**src/rtl/simon_pkg.sv**
```systemverilog
// Shared definitions for the Simon game controller: FSM state encoding and
// the mode LED patterns shown for each state.
package simon_pkg;

    typedef enum logic [1:0] {
        ST_INPUT    = 2'b00,
        ST_PLAYBACK = 2'b01,
        ST_REPEAT   = 2'b10,
        ST_DONE     = 2'b11
    } state_t;

    localparam logic [2:0] LED_MODE_INPUT    = 3'b001;
    localparam logic [2:0] LED_MODE_PLAYBACK = 3'b010;
    localparam logic [2:0] LED_MODE_REPEAT   = 3'b100;
    localparam logic [2:0] LED_MODE_DONE     = 3'b111;

    function automatic logic [2:0] mode_of(input state_t st);
        logic [2:0] leds;
        case (st)
            ST_INPUT:    leds = LED_MODE_INPUT;
            ST_PLAYBACK: leds = LED_MODE_PLAYBACK;
            ST_REPEAT:   leds = LED_MODE_REPEAT;
            ST_DONE:     leds = LED_MODE_DONE;
            default:     leds = LED_MODE_INPUT;
        endcase
        return leds;
    endfunction

endpackage

```
**src/rtl/simon_control.sv**
```systemverilog
// Simon game control FSM: sequences entry, playback and repeat of the stored
// pattern list, and drives the datapath counter/memory strobes combinationally.
module simon_control
    import simon_pkg::*;
(
    input  logic       clk,
    input  logic       rst,
    input  logic       pattern_valid,
    input  logic       pattern_eq_mem,
    input  logic       index_lt_count,
    output logic       count_cnt,
    output logic       count_clr,
    output logic       index_cnt,
    output logic       index_clr,
    output logic       write_en,
    output logic       load_level,
    output logic       disp_mem,
    output logic [2:0] mode_leds
);

    state_t state_r;
    state_t state_next_s;
    logic   match_s;

    // An illegal pattern can never count as a correct repeat.
    assign match_s   = pattern_eq_mem & pattern_valid;
    assign mode_leds = mode_of(state_r);

    // State register, forced to INPUT asynchronously on reset.
    always_ff @(posedge clk or posedge rst) begin
        if (rst) begin
            state_r <= ST_INPUT;
        end else begin
            state_r <= state_next_s;
        end
    end

    // Next-state and datapath strobes from current state and inputs.
    always_comb begin
        state_next_s = state_r;
        count_cnt    = 1'b0;
        count_clr    = 1'b0;
        index_cnt    = 1'b0;
        index_clr    = 1'b0;
        write_en     = 1'b0;
        load_level   = 1'b0;
        disp_mem     = 1'b0;

        if (rst) begin
            // Any clock edge seen during reset clears the datapath and takes the level.
            state_next_s = ST_INPUT;
            count_clr    = 1'b1;
            index_clr    = 1'b1;
            load_level   = 1'b1;
        end else begin
            case (state_r)
                ST_INPUT: begin
                    if (pattern_valid) begin
                        write_en     = 1'b1;
                        index_clr    = 1'b1;
                        state_next_s = ST_PLAYBACK;
                    end else begin
                        state_next_s = ST_INPUT;
                    end
                end
                ST_PLAYBACK: begin
                    disp_mem = 1'b1;
                    if (index_lt_count) begin
                        index_cnt = 1'b1;
                    end else begin
                        index_clr    = 1'b1;
                        state_next_s = ST_REPEAT;
                    end
                end
                ST_REPEAT: begin
                    if (!match_s) begin
                        index_clr    = 1'b1;
                        state_next_s = ST_DONE;
                    end else if (index_lt_count) begin
                        index_cnt = 1'b1;
                    end else begin
                        count_cnt    = 1'b1;
                        state_next_s = ST_INPUT;
                    end
                end
                ST_DONE: begin
                    // Loop the stored sequence on the LEDs until reset.
                    disp_mem = 1'b1;
                    if (index_lt_count) begin
                        index_cnt = 1'b1;
                    end else begin
                        index_clr = 1'b1;
                    end
                end
                default: begin
                    state_next_s = ST_INPUT;
                end
            endcase
        end
    end

endmodule

```
**config.mk**
```make
export PLATFORM = sky130hd
export DESIGN_NAME = simon_control
export DESIGN_NICKNAME = d
export VERILOG_FILES = /design/src/rtl/simon_pkg.sv /design/src/rtl/simon_control.sv
export SDC_FILE = /design/constraint.sdc
export NUM_CORES = 1
export LEC_CHECK = 0
export ABC_AREA = 1
export ABC_CLOCK_PERIOD_IN_PS = 1800
export BUFFER_PORTS_ARGS = -buffer_cell sky130_fd_sc_hd__buf_2
export CAP_MARGIN = 15
export CORE_AREA = 2 2 39 41
export DETAILED_ROUTE_END_ITERATION = 8
export DIE_AREA = 0 0 41 43
export GPL_TIMING_DRIVEN = 0
export HOLD_SLACK_MARGIN = 0.12
export PLACE_DENSITY = 0.49
export SETUP_SLACK_MARGIN = 0.15
export SYNTH_ARGS = -nofsm -noshare
export SYNTH_HDL_FRONTEND = slang
export SYNTH_SLANG_ARGS = --single-unit
export TNS_END_PERCENT = 30
```
**constraint.sdc**
```tcl
create_clock -name clk -period 1.8 [get_ports clk]
set_clock_uncertainty 0.05 [all_clocks]
set_input_delay 0.54 -clock clk [delete_from_list [all_inputs] [get_ports clk]]
set_output_delay 0.54 -clock clk [all_outputs]
set_load 0.005 [all_outputs]
```
==> qor.txt, run 1 <==
==========================================================================================
Result of the run                                                             finished, violations left
Failing checks                                                                setup timing
Switching power share of the total                                                   44.6%
Number of violations of the max-capacitance limit                                        0
Fin worst setup slack                                                           -0.0595 ns
Time the worst path needs with I/O delays and setup                                1.86 ns
Data arrival time of the critical path                                             1.27 ns
Largest vdd supply drop                                                         0.000519 V
Unrepaired setup endpoints after global routing                                       true
Largest registers                                                              state_r (2)
Post-Synthesis Net Count                                                                68
Final hold violations                                                                    0
Max incr delay on CP                                                               0.46 ns
Maximum clock frequency                                                          0.538 GHz
Origin of the critical flop-to-flop path                                        state_r[0]
Max-slew violations                                                                      0
Critical path cell sequence                                                   inv_4 -> ha_4 -> inv_2 -> a21oi_1 -> buf_2
R2R Path End                                                                    state_r[1]
Setup TNS                                                                        -0.347 ns
Pre-CTS setup slack                                                            -0.00466 ns
# nets final                                                                            95
Clock edge transition at the registers on the reported setup and hold paths        0.03 ns
Die Height                                                                           43 um
Critical Path Slowest Stage Cell                                                   dfrtp_2
Worst rel slew slack                                                                 86.5%
Share of total power in sequential cells                                             12.0%
Leak Pwr                                                                       0.000306 uW
Worst min-delay path class                                                        in2async
Synth area leader                                                                     ha_1
Worst-case register-to-register setup slack                                        0.39 ns
Top cell family by delay on the critical path                                   flip-flops
Die outline area                                                              0.00176 mm^2
Share of post-route cells with drive strength above 1                                63.4%
Nature of the critical path startpoint                                                flop
Global route total overflow                                                              0
Switching power                                                                     291 uW
Total global routing track utilization                                               13.2%
Largest cells by area after synthesis                                         ha_1 21%, nand2_1 15%, dfrtp_1 14%
Synthesized-area fraction occupied by adder cells                                    21.2%
Cell area after synthesis                                                         354 um^2
Part of the Yosys area used for sequential elements                                  14.1%
Final cell count without fillers                                                        98
Vias in the first global route                                                         390
Number of flip-flops under the largest register name                                     2
Power density relative to cell area                                           1020 mW/mm^2
Worst slew pin tran                                                               0.201 ns
Number of antenna violations at the first check in global routing                        0
CP Data Required Time                                                              1.21 ns
Number of antenna-violating nets in the routed design                                    0
Weighted congestion reported at the end of routability-driven placement              0.705
Average cell area after synthesis                                                6.21 um^2
Synth Area in Compound Gates                                                         12.7%
Top reg by flops                                                                   state_r
Routed vias                                                                            426
Avg Vias per Cell                                                                     4.35
Count of pins on the block boundary                                                     15
Most common library cell in the layout ignoring fill and taps                        buf_2
Internal Dissipation                                                                362 uW
P&R area growth vs syn                                                               80.6%
Number of buffers between clock root and the deepest sink                                2
Filler cell count in the final layout                                                  149
Number of clock sinks                                                                    2
Number of cells produced by synthesis                                                   57
Highest net fanout along the worst path                                                  5
Number of warnings issued by yosys                                                       0
H-Tree Level Count                                                                       1
N_diodes                                                                                 0
Unique cell type count in the Yosys netlist                                             16
Total wirelength of the detailed-routed design                                      985 um
Finish-stage setup viols                                                                 8
Capturing element type of the critical path                                    output port
Top-area cell type share of the netlist area                                         21.2%
Drt drc                                                                                  0
Number of cell rows                                                                     14
Most frequent cells in the layout                                             14 x buf_2, 13 x nand2_1, 8 x buf_4
Die Wd                                                                               41 um
Number of buffer cells added on primary ports                                           14
Total of flip-flops plus latches after synthesis                                         2
Start-to-end type of the worst setup path                                          reg2out
Drt initial violations                                                                   5
Stages on the worst setup path                                                           5
Xor and xnor fraction of the mapped netlist area                                        0%
First-pass GRT wire length                                                         1600 um
Post-synthesis share of cell area spent on and, or, nand and nor gates               38.2%
CTS Root Cell                                                                     clkbuf_4
DR pass1 iterations                                                                      4
Multiplexer share of the synthesized area                                               0%
Worst path bufs/invs                                                                     3
Count of cells along the worst register-to-register path                                 8
Dpl cells                                                                               87
Average wire per cell in the routed design                                         10.1 um
Clock network fraction of design power                                               15.0%
CTS tree                                                                              done
Pin count of the biggest net entering global routing                                    10
Inserted Clock Buffers                                                                   3
Area of the core                                                              0.00138 mm^2
Initial Utilization                                                                  25.6%
Insertion delay of the later-clocked pin in the worst-skew pair                    0.22 ns
HPWL reported at the end of detailed placement                                      639 um
Comb pwr share                                                                       73.0%
Final critical-path share of the clock period                                         103%
Combinational family with the most area after synthesis                       simple AND/OR/NAND/NOR gates
==========================================================================================
## power by group through the flow
| stage | combinational (uW) | sequential (uW) | clock (uW) |
|---|---|---|---|
| floorplan | 210 | 69.8 | 0 |
| global placement | 291 | 73.0 | 0 |
| detailed placement | 291 | 73.6 | 0 |
| CTS | 451 | 78.6 | 106 |
| global route | 535 | 80.2 | 110 |
| finish | 476 | 78.6 | 97.9 |
## metrics by stage
step | total power [uW] | utilization (%) | cell area, um^2 | hold slack (ns)
2_1_floorplan | 280 | - | 354 | 0.246
6_report | 653 | 46.2 | 639 | 0.227
4_1_cts | 637 | 44.8 | 619 | 0.212
3_3_place_gp | 364 | 32.1 | 444 | 0.458
3_5_place_dp | 365 | 32.1 | 444 | 0.452
5_1_grt | 725 | 46.2 | 639 | 0.228
## cell type report
class                      count  area (um^2)  share of cell area (%)
clock buffer                   3         22.5                    3.52
timing repair buffer          22          138                    21.5
sequential                     2         51.3                    8.02
multi-input combinational     44          354                    55.4
buffer                         2         15.0                    2.35
inverter                       9         38.8                    6.07
tap                           16         20.0                    3.13
## layer usage
| metal | global-route usage [%] | wire [um] | vias to the layer above |
|---|---|---|---|
| met3 | 1.57 | 51 | 0 |
| li1 | - | - | 234 |
| met5 | 0 | 0 | - |
| met1 | 16.5 | 409 | 182 |
| met4 | 6.00 | 0 | 0 |
| met2 | 21.3 | 524 | 10 |
## synthesized netlist by cell type
cell type,number
nor2_2,2
nand2_1,14
nor4_1,1
inv_2,2
o21ai_0,1
nand3_1,2
buf_4,2
a21oi_1,5
inv_1,7
nand4_1,2
nor2_1,5
dfrtp_1,2
nand3_2,1
ha_1,6
nand2_2,2
o21ai_1,3
## worst max path at each step
stage | start | end | slack, ns
after global placement | state_r[0] | count_cnt | 0.01
after CTS | state_r[0] | index_clr | -0.06
after detailed placement | state_r[0] | count_cnt | -0.005
after global routing | state_r[1] | index_cnt | -0.15
final | state_r[1] | mode_leds[1] | -0.06
after floorplan | state_r[0] | count_cnt | 0.17
## worst reg2reg max path: cells and delay by family (launching register included)
kind | cells | cell delay, ns
AOI/OAI and AO/OA | 1 | 0.14
buffers and inverters | 3 | 0.37
and+or+nand+nor | 3 | 0.19
DFF | 1 | 0.41
adders and majority gates | 1 | 0.18
## what timing repair did
action                     CTS  global route
setup buffers                7             1
gates resized for setup     26             3
pin swaps                    7             2
hold buffers                 0             0
setup endpoints to repair    8             8
## kinds of logic after synthesis
kind of cell | count (synthesis)
buffers and inverters | 11
adders and majority gates | 6
DFF | 2
and+or+nand+nor | 29
AOI/OAI and AO/OA | 9
(Power assumes the default switching activity.)
==> run 2, diff against run 1 <==
- MAX_ROUTING_LAYER: unset -> met4
- PLACE_DENSITY: 0.49 -> unset
- PLACE_DENSITY_LB_ADDON: unset -> 0.08
==> run 2 against run 1 <==
  * The flow still finishes with violations (setup timing)
  * Worst setup slack better by 0.0073 ns
  * Sequential cell count unchanged
  * First-iteration DRC count unchanged
  * Global-route usage down 1.6 points
  * Critical path depth unchanged
  * Final area down 7.2%
  * Sequential share of layout area up 0.63 points
  * Clock power down 2.3%
  * Utilization down 3.3 points
  * Cell count down 2.0%
  * Maximum frequency up 0.39%
  * Via count down 1.2%
  * Critical endpoint is now index_cnt
  * Largest cell class unchanged
  * Highest routed layer unchanged
==> qor.txt, run 2 (synthesized netlist as in run 1, its figures left out) <==
==========================================================================================
Worst min-delay path class                                                        in2async
Core occupancy in the finished layout                                                42.9%
Power density relative to cell area                                           1010 mW/mm^2
Pre-CTS setup slack                                                             -0.0104 ns
Top cell family by delay on the critical path                                   flip-flops
Critical path cell sequence                                                   inv_4 -> ha_4 -> nand3_2 -> a21oi_1 -> buf_2
Data arrival time of the critical path                                             1.26 ns
Die Wd                                                                               41 um
Leak Pwr                                                                       0.000297 uW
Most frequent cells in the layout                                             14 x buf_2, 13 x nand2_1, 8 x buf_4
Number of antenna-violating nets in the routed design                                    0
Count of cells along the worst register-to-register path                                 9
Die Height                                                                           43 um
H-Tree Level Count                                                                       1
Number of antenna violations at the first check in global routing                        0
HPWL reported at the end of detailed placement                                      675 um
Final instance area                                                               593 um^2
Cell area reported after detailed placement                                       444 um^2
Number of buffers between clock root and the deepest sink                                2
Max-slew violations                                                                      0
Worst path bufs/invs                                                                     2
Global route total overflow                                                              0
Weighted congestion reported at the end of routability-driven placement              0.723
Critical Path Slowest Stage Cell                                                   dfrtp_1
Largest registers                                                              state_r (2)
Result of the run                                                             finished, violations left
Largest vdd supply drop                                                         0.000377 V
P&R area growth vs syn                                                               67.5%
CTS tree                                                                              done
Worst slew pin tran                                                               0.199 ns
Clock edge transition at the registers on the reported setup and hold paths        0.03 ns
Vias in the first global route                                                         363
Pin count of the biggest net entering global routing                                    10
Initial Utilization                                                                  25.6%
Maximum clock frequency                                                          0.540 GHz
Start-to-end type of the worst setup path                                          reg2out
Worst rel slew slack                                                                 86.7%
Highest net fanout along the worst path                                                  5
Routed vias                                                                            421
Final critical-path share of the clock period                                         103%
Capturing element type of the critical path                                    output port
Fin worst setup slack                                                           -0.0522 ns
Drt drc                                                                                  0
Count of pins on the block boundary                                                     15
Number of flip-flops under the largest register name                                     2
Filler cell count in the final layout                                                  160
Number of cell rows                                                                     14
Number of buffer cells added on primary ports                                           14
Die outline area                                                              0.00176 mm^2
Footprint of the flip-flops and latches                                          51.3 um^2
Number of clock sinks                                                                    2
Stages on the worst setup path                                                           5
DR pass1 iterations                                                                      4
CTS Root Cell                                                                     clkbuf_4
Total wirelength of the detailed-routed design                                      992 um
Number of violations of the max-capacitance limit                                        0
Unrepaired setup endpoints after global routing                                       true
CP Data Required Time                                                              1.21 ns
# nets final                                                                            93
Nature of the critical path startpoint                                                flop
Setup TNS                                                                        -0.178 ns
Top reg by flops                                                                   state_r
Time the worst path needs with I/O delays and setup                                1.85 ns
Finish-stage setup viols                                                                 6
Avg Vias per Cell                                                                     4.39
First-pass GRT wire length                                                         1440 um
Total global routing track utilization                                               11.5%
Max incr delay on CP                                                               0.41 ns
Insertion delay of the later-clocked pin in the worst-skew pair                    0.22 ns
Multi-input logic area                                                            330 um^2
Failing checks                                                                setup timing
Hold-fix buffers, CTS                                                                    0
Inserted Clock Buffers                                                                   3
Share of post-route cells with drive strength above 1                                57.5%
Most common library cell in the layout ignoring fill and taps                        buf_2
Area of the core                                                              0.00138 mm^2
N_diodes                                                                                 0
Final hold violations                                                                    0
Average wire per cell in the routed design                                         10.3 um
Drt initial violations                                                                   5
==========================================================================================
-- run 2: cell count changes in the layout (fill, tap and decap cells not counted), moves of 2 or more --
| cell | delta |
|---|---|
| a21oi_1 | +2 |
| a21oi_2 | -2 |
| buf_6 | -2 |
| inv_1 | +2 |
| inv_2 | -2 |
-- run 2: path summary, 6_finish.rpt --
path | start | end | slack [ns]
worst max-delay path | state_r[0] | index_cnt | -0.05
worst min-delay path | rst | state_r[0] | 0.24
worst max register to register | state_r[1] | state_r[1] | 0.38
worst min register to register | state_r[0] | state_r[0] | 0.63
max in group asynchronous | rst | state_r[1] | 1.30
min in group clk | state_r[0] | state_r[0] | 0.63
-- run 2: per-stage QoR --
step / std cells / hold slack, ns / total power [uW]
final: 96 / 0.241 / 599
after global routing: 96 / 0.255 / 654
after CTS: 96 / 0.230 / 561
after detailed placement: 87 / 0.462 / 368
after global placement: 87 / 0.464 / 371
after floorplan: 57 / 0.246 / 280
-- run 2: what timing repair did --
| item | 4_1_cts | 5_1_grt |
|---|---|---|
| endpoints found under the setup margin | 8 | 8 |
| buffers inserted | 6 | 0 |
| resized for setup | 14 | 7 |
| cloned | 0 | 0 |
| pin swaps | 5 | 0 |
-- run 2: layout make-up --
cell class	count	share of cell area, %
multi-input cells	44	55.7
repair buffers	20	19.4
flip-flops and latches	2	8.65
inverters	9	6.54
clock buffers	3	3.80
well taps	16	3.38
plain buffers	2	2.53
-- run 2: worst reg2reg max path, delay by kind of cell (launching register included) --
kind | cells | cell delay, ns
buf+inv | 2 | 0.28
fa+ha+maj | 1 | 0.15
simple gates | 6 | 0.37
flops | 1 | 0.45
-- run 2: metal layers --
layer  GRT usage [%]  vias to the layer above  part of all wire [%]
li1                -                      232                     -
met1            15.5                      179                    45
met4            2.00                        0                     0
met2            19.1                       10                    51
met5               -                        -                     0
met3               0                        0                   3.3
-- run 2: report_power, final --
part / switching, uW / internal [uW] / leakage, uW
registers: 18.9 / 58.8 / 0.0000254
logic: 221 / 205 / 0.000258
clock network: 22.3 / 73.3 / 0.0000138
total: 262 / 337 / 0.000297
==> run 3, diff against run 2 <==
- ABC_AREA: 1 -> unset
==> run 3 against run 2 <==
  * The run still ends with setup timing left
  * Critical path depth rose by 1
  * Sequential cell count did not move
  * First-iteration DRC count rose by 140%
  * Final area fell by 3.8%
  * Global-route usage fell by 1.8 points
  * Critical path type unchanged
==> qor.txt, run 3 <==
==========================================================================================
P&R area growth vs syn                                                               81.0%
CP Data Required Time                                                              1.21 ns
Worst slew pin tran                                                               0.159 ns
Final worst hold slack                                                            0.234 ns
Drt drc                                                                                  0
Number of warnings issued by yosys                                                       0
Nature of the critical path startpoint                                                flop
Time the worst path needs with I/O delays and setup                                1.94 ns
Pin count of the biggest net entering global routing                                     8
Most frequent cell after synthesis                                                    ha_1
Average cell area after synthesis                                                8.30 um^2
Largest registers                                                              state_r (2)
Die Wd                                                                               41 um
Share of post-route cells with drive strength above 1                                68.9%
Finish-stage setup viols                                                                 8
Worst rel slew slack                                                                 89.1%
Number of cells produced by synthesis                                                   38
Count of cells along the worst register-to-register path                                 6
Worst-case register-to-register setup slack                                        0.15 ns
Routed vias                                                                            342
N_diodes                                                                                 0
First-pass GRT wire length                                                         1150 um
Unique cell type count in the Yosys netlist                                             21
Pre-CTS setup slack                                                             -0.0591 ns
Initial Utilization                                                                  22.8%
DR pass1 iterations                                                                      5
Insertion delay of the later-clocked pin in the worst-skew pair                    0.22 ns
Most frequent cells in the layout                                             13 x buf_2, 7 x buf_4, 4 x ha_4
Number of synthesized flops with an enable pin                                           0
Die outline area                                                              0.00176 mm^2
Max incr delay on CP                                                               0.43 ns
Total wirelength of the detailed-routed design                                      822 um
Synth area leader                                                                     ha_1
Post-Synthesis Net Count                                                                49
Hold-fix buffers, CTS                                                                    0
Number of flip-flops under the largest register name                                     2
Avg Vias per Cell                                                                     4.44
Clock edge transition at the registers on the reported setup and hold paths        0.03 ns
Part of the Yosys area used for sequential elements                                  15.9%
Origin of the critical flop-to-flop path                                        state_r[0]
Core occupancy in the finished layout                                                41.2%
Final critical-path share of the clock period                                         108%
Setup TNS                                                                        -0.532 ns
Data arrival time of the critical path                                             1.35 ns
Largest cells by area after synthesis                                         ha_1 24%, dfrtp_1 16%, mux2i_1 6.3%
Count of pins on the block boundary                                                     15
Top reg by flops                                                                   state_r
Global route total overflow                                                              0
R2R Path End                                                                    state_r[0]
Final hold violations                                                                    0
# nets final                                                                            74
HPWL reported at the end of detailed placement                                      625 um
Power density relative to cell area                                           1210 mW/mm^2
Total of flip-flops plus latches after synthesis                                         2
Start-to-end type of the worst setup path                                          reg2out
Result of the run                                                             finished, violations left
Number of buffer cells added on primary ports                                           14
CTS Root Cell                                                                     clkbuf_4
Number of cell rows                                                                     14
Critical Path Slowest Stage Cell                                                   dfrtp_2
Synth top cells by count                                                      6 x ha_1, 4 x inv_1, 4 x nor2_1
Async set-reset flop share out of synthesis                                           100%
Inserted Clock Buffers                                                                   3
Flip-flop cell with the highest count after synthesis                              dfrtp_1
Area of the core                                                              0.00138 mm^2
Drt initial violations                                                                  12
Die Height                                                                           43 um
Critical path cell sequence                                                   inv_4 -> ha_4 -> a21boi_4 -> nor3_2 -> o21ai_1 -> buf_2
Worst min-delay path class                                                        in2async
CTS tree                                                                              done
Largest vdd supply drop                                                         0.000666 V
H-Tree Level Count                                                                       1
Highest net fanout along the worst path                                                  4
Capturing element type of the critical path                                    output port
Final cell count without fillers                                                        77
Vias in the first global route                                                         258
Cell area after synthesis                                                         315 um^2
Unrepaired setup endpoints after global routing                                       true
Total global routing track utilization                                               9.77%
Number of violations of the max-capacitance limit                                        0
Fin worst setup slack                                                            -0.135 ns
Number of antenna violations at the first check in global routing                        0
Dpl cells                                                                               68
Top-area cell type share of the netlist area                                         23.8%
Failing checks                                                                setup timing
Max-slew violations                                                                      0
Most common library cell in the layout ignoring fill and taps                        buf_2
Number of buffers between clock root and the deepest sink                                2
Maximum clock frequency                                                          0.517 GHz
Leak Pwr                                                                       0.000255 uW
Number of antenna-violating nets in the routed design                                    0
Number of clock sinks                                                                    2
Average wire per cell in the routed design                                         10.7 um
Weighted congestion reported at the end of routability-driven placement              0.660
==========================================================================================
-- run 3: cell count changes after synthesis, moves of 2 or more --
| cell | delta |
|---|---|
| nand2_2 | -2 |
| a21oi_1 | -5 |
| nand2_1 | -12 |
| nand3_1 | -2 |
| mux2i_1 | +2 |
| o21ai_1 | -3 |
| nor2b_1 | +2 |
| a31oi_1 | +2 |
| inv_2 | -2 |
| inv_1 | -3 |
| nor2_2 | -2 |
-- run 3: repair_timing --
action,CTS,global route
hold endpoints to repair,0,0
setup buffers,5,1
endpoints found under the setup margin,10,10
pin swaps,4,2
resized for setup,17,4
-- run 3: final cells by class --
| type | instances | area, um^2 |
|---|---|---|
| Sequential cell | 2 | 52.6 |
| Multi-Input combinational cell | 30 | 315 |
| Tap cell | 16 | 20.0 |
| Buffer | 2 | 15.0 |
| Fill cell | 144 | 813 |
| Timing Repair Buffer | 20 | 125 |
| Clock buffer | 3 | 22.5 |
| Inverter | 4 | 20.0 |
-- run 3: metal layers --
metal | vias to the layer above | track usage [%] | wire length, um
li1 | 180 | - | -
met1 | 150 | 13.8 | 395
met2 | 12 | 13.4 | 368
met3 | 0 | 4.71 | 59
met4 | 0 | 0 | 0
met5 | - | - | 0
-- run 3: worst max path at each step --
stage          depth (start not counted)       start   endpoint
2_1_floorplan                          5  state_r[0]  index_clr
3_3_place_gp                           6  state_r[0]  index_clr
3_5_place_dp                           6  state_r[0]  index_clr
4_1_cts                                5  state_r[0]  index_cnt
5_1_grt                                6  state_r[0]  index_clr
6_report                               6  state_r[0]  index_clr
-- run 3: kinds of logic (layout without fill, tap and decap cells) --
group / count (synthesis) / after routing / share of synthesized area (%)
simple gates: 16 / 16 / 30.2
compound gates: 6 / 6 / 14.3
buf+inv: 6 / 29 / 9.52
flops: 2 / 2 / 15.9
fa+ha+maj: 6 / 6 / 23.8
mux: 2 / 2 / 6.35
-- run 3: worst max-delay path: cells and delay by family (launching register included) --
family          cells  cell delay (ns)
fa+ha+maj           1             0.13
buf+inv             2             0.21
compound gates      2             0.29
flops               1             0.43
simple gates        1             0.05
-- run 3: through the flow --
stage               total power (uW)  cell area, um^2
floorplan                        324              319
global placement                 429              409
detailed placement               418              409
CTS                              670              547
global route                     745              571
finish                           692              571
-- run 3: report_power, final --
group / leakage, uW / internal, uW / switching (uW) / total, uW
sequential: 0.0000239 / 62.6 / 26.2 / 88.8
clock: 0.0000138 / 73.6 / 25.4 / 98.9
combinational: 0.000217 / 283 / 221 / 504
total: 0.000255 / 419 / 273 / 692
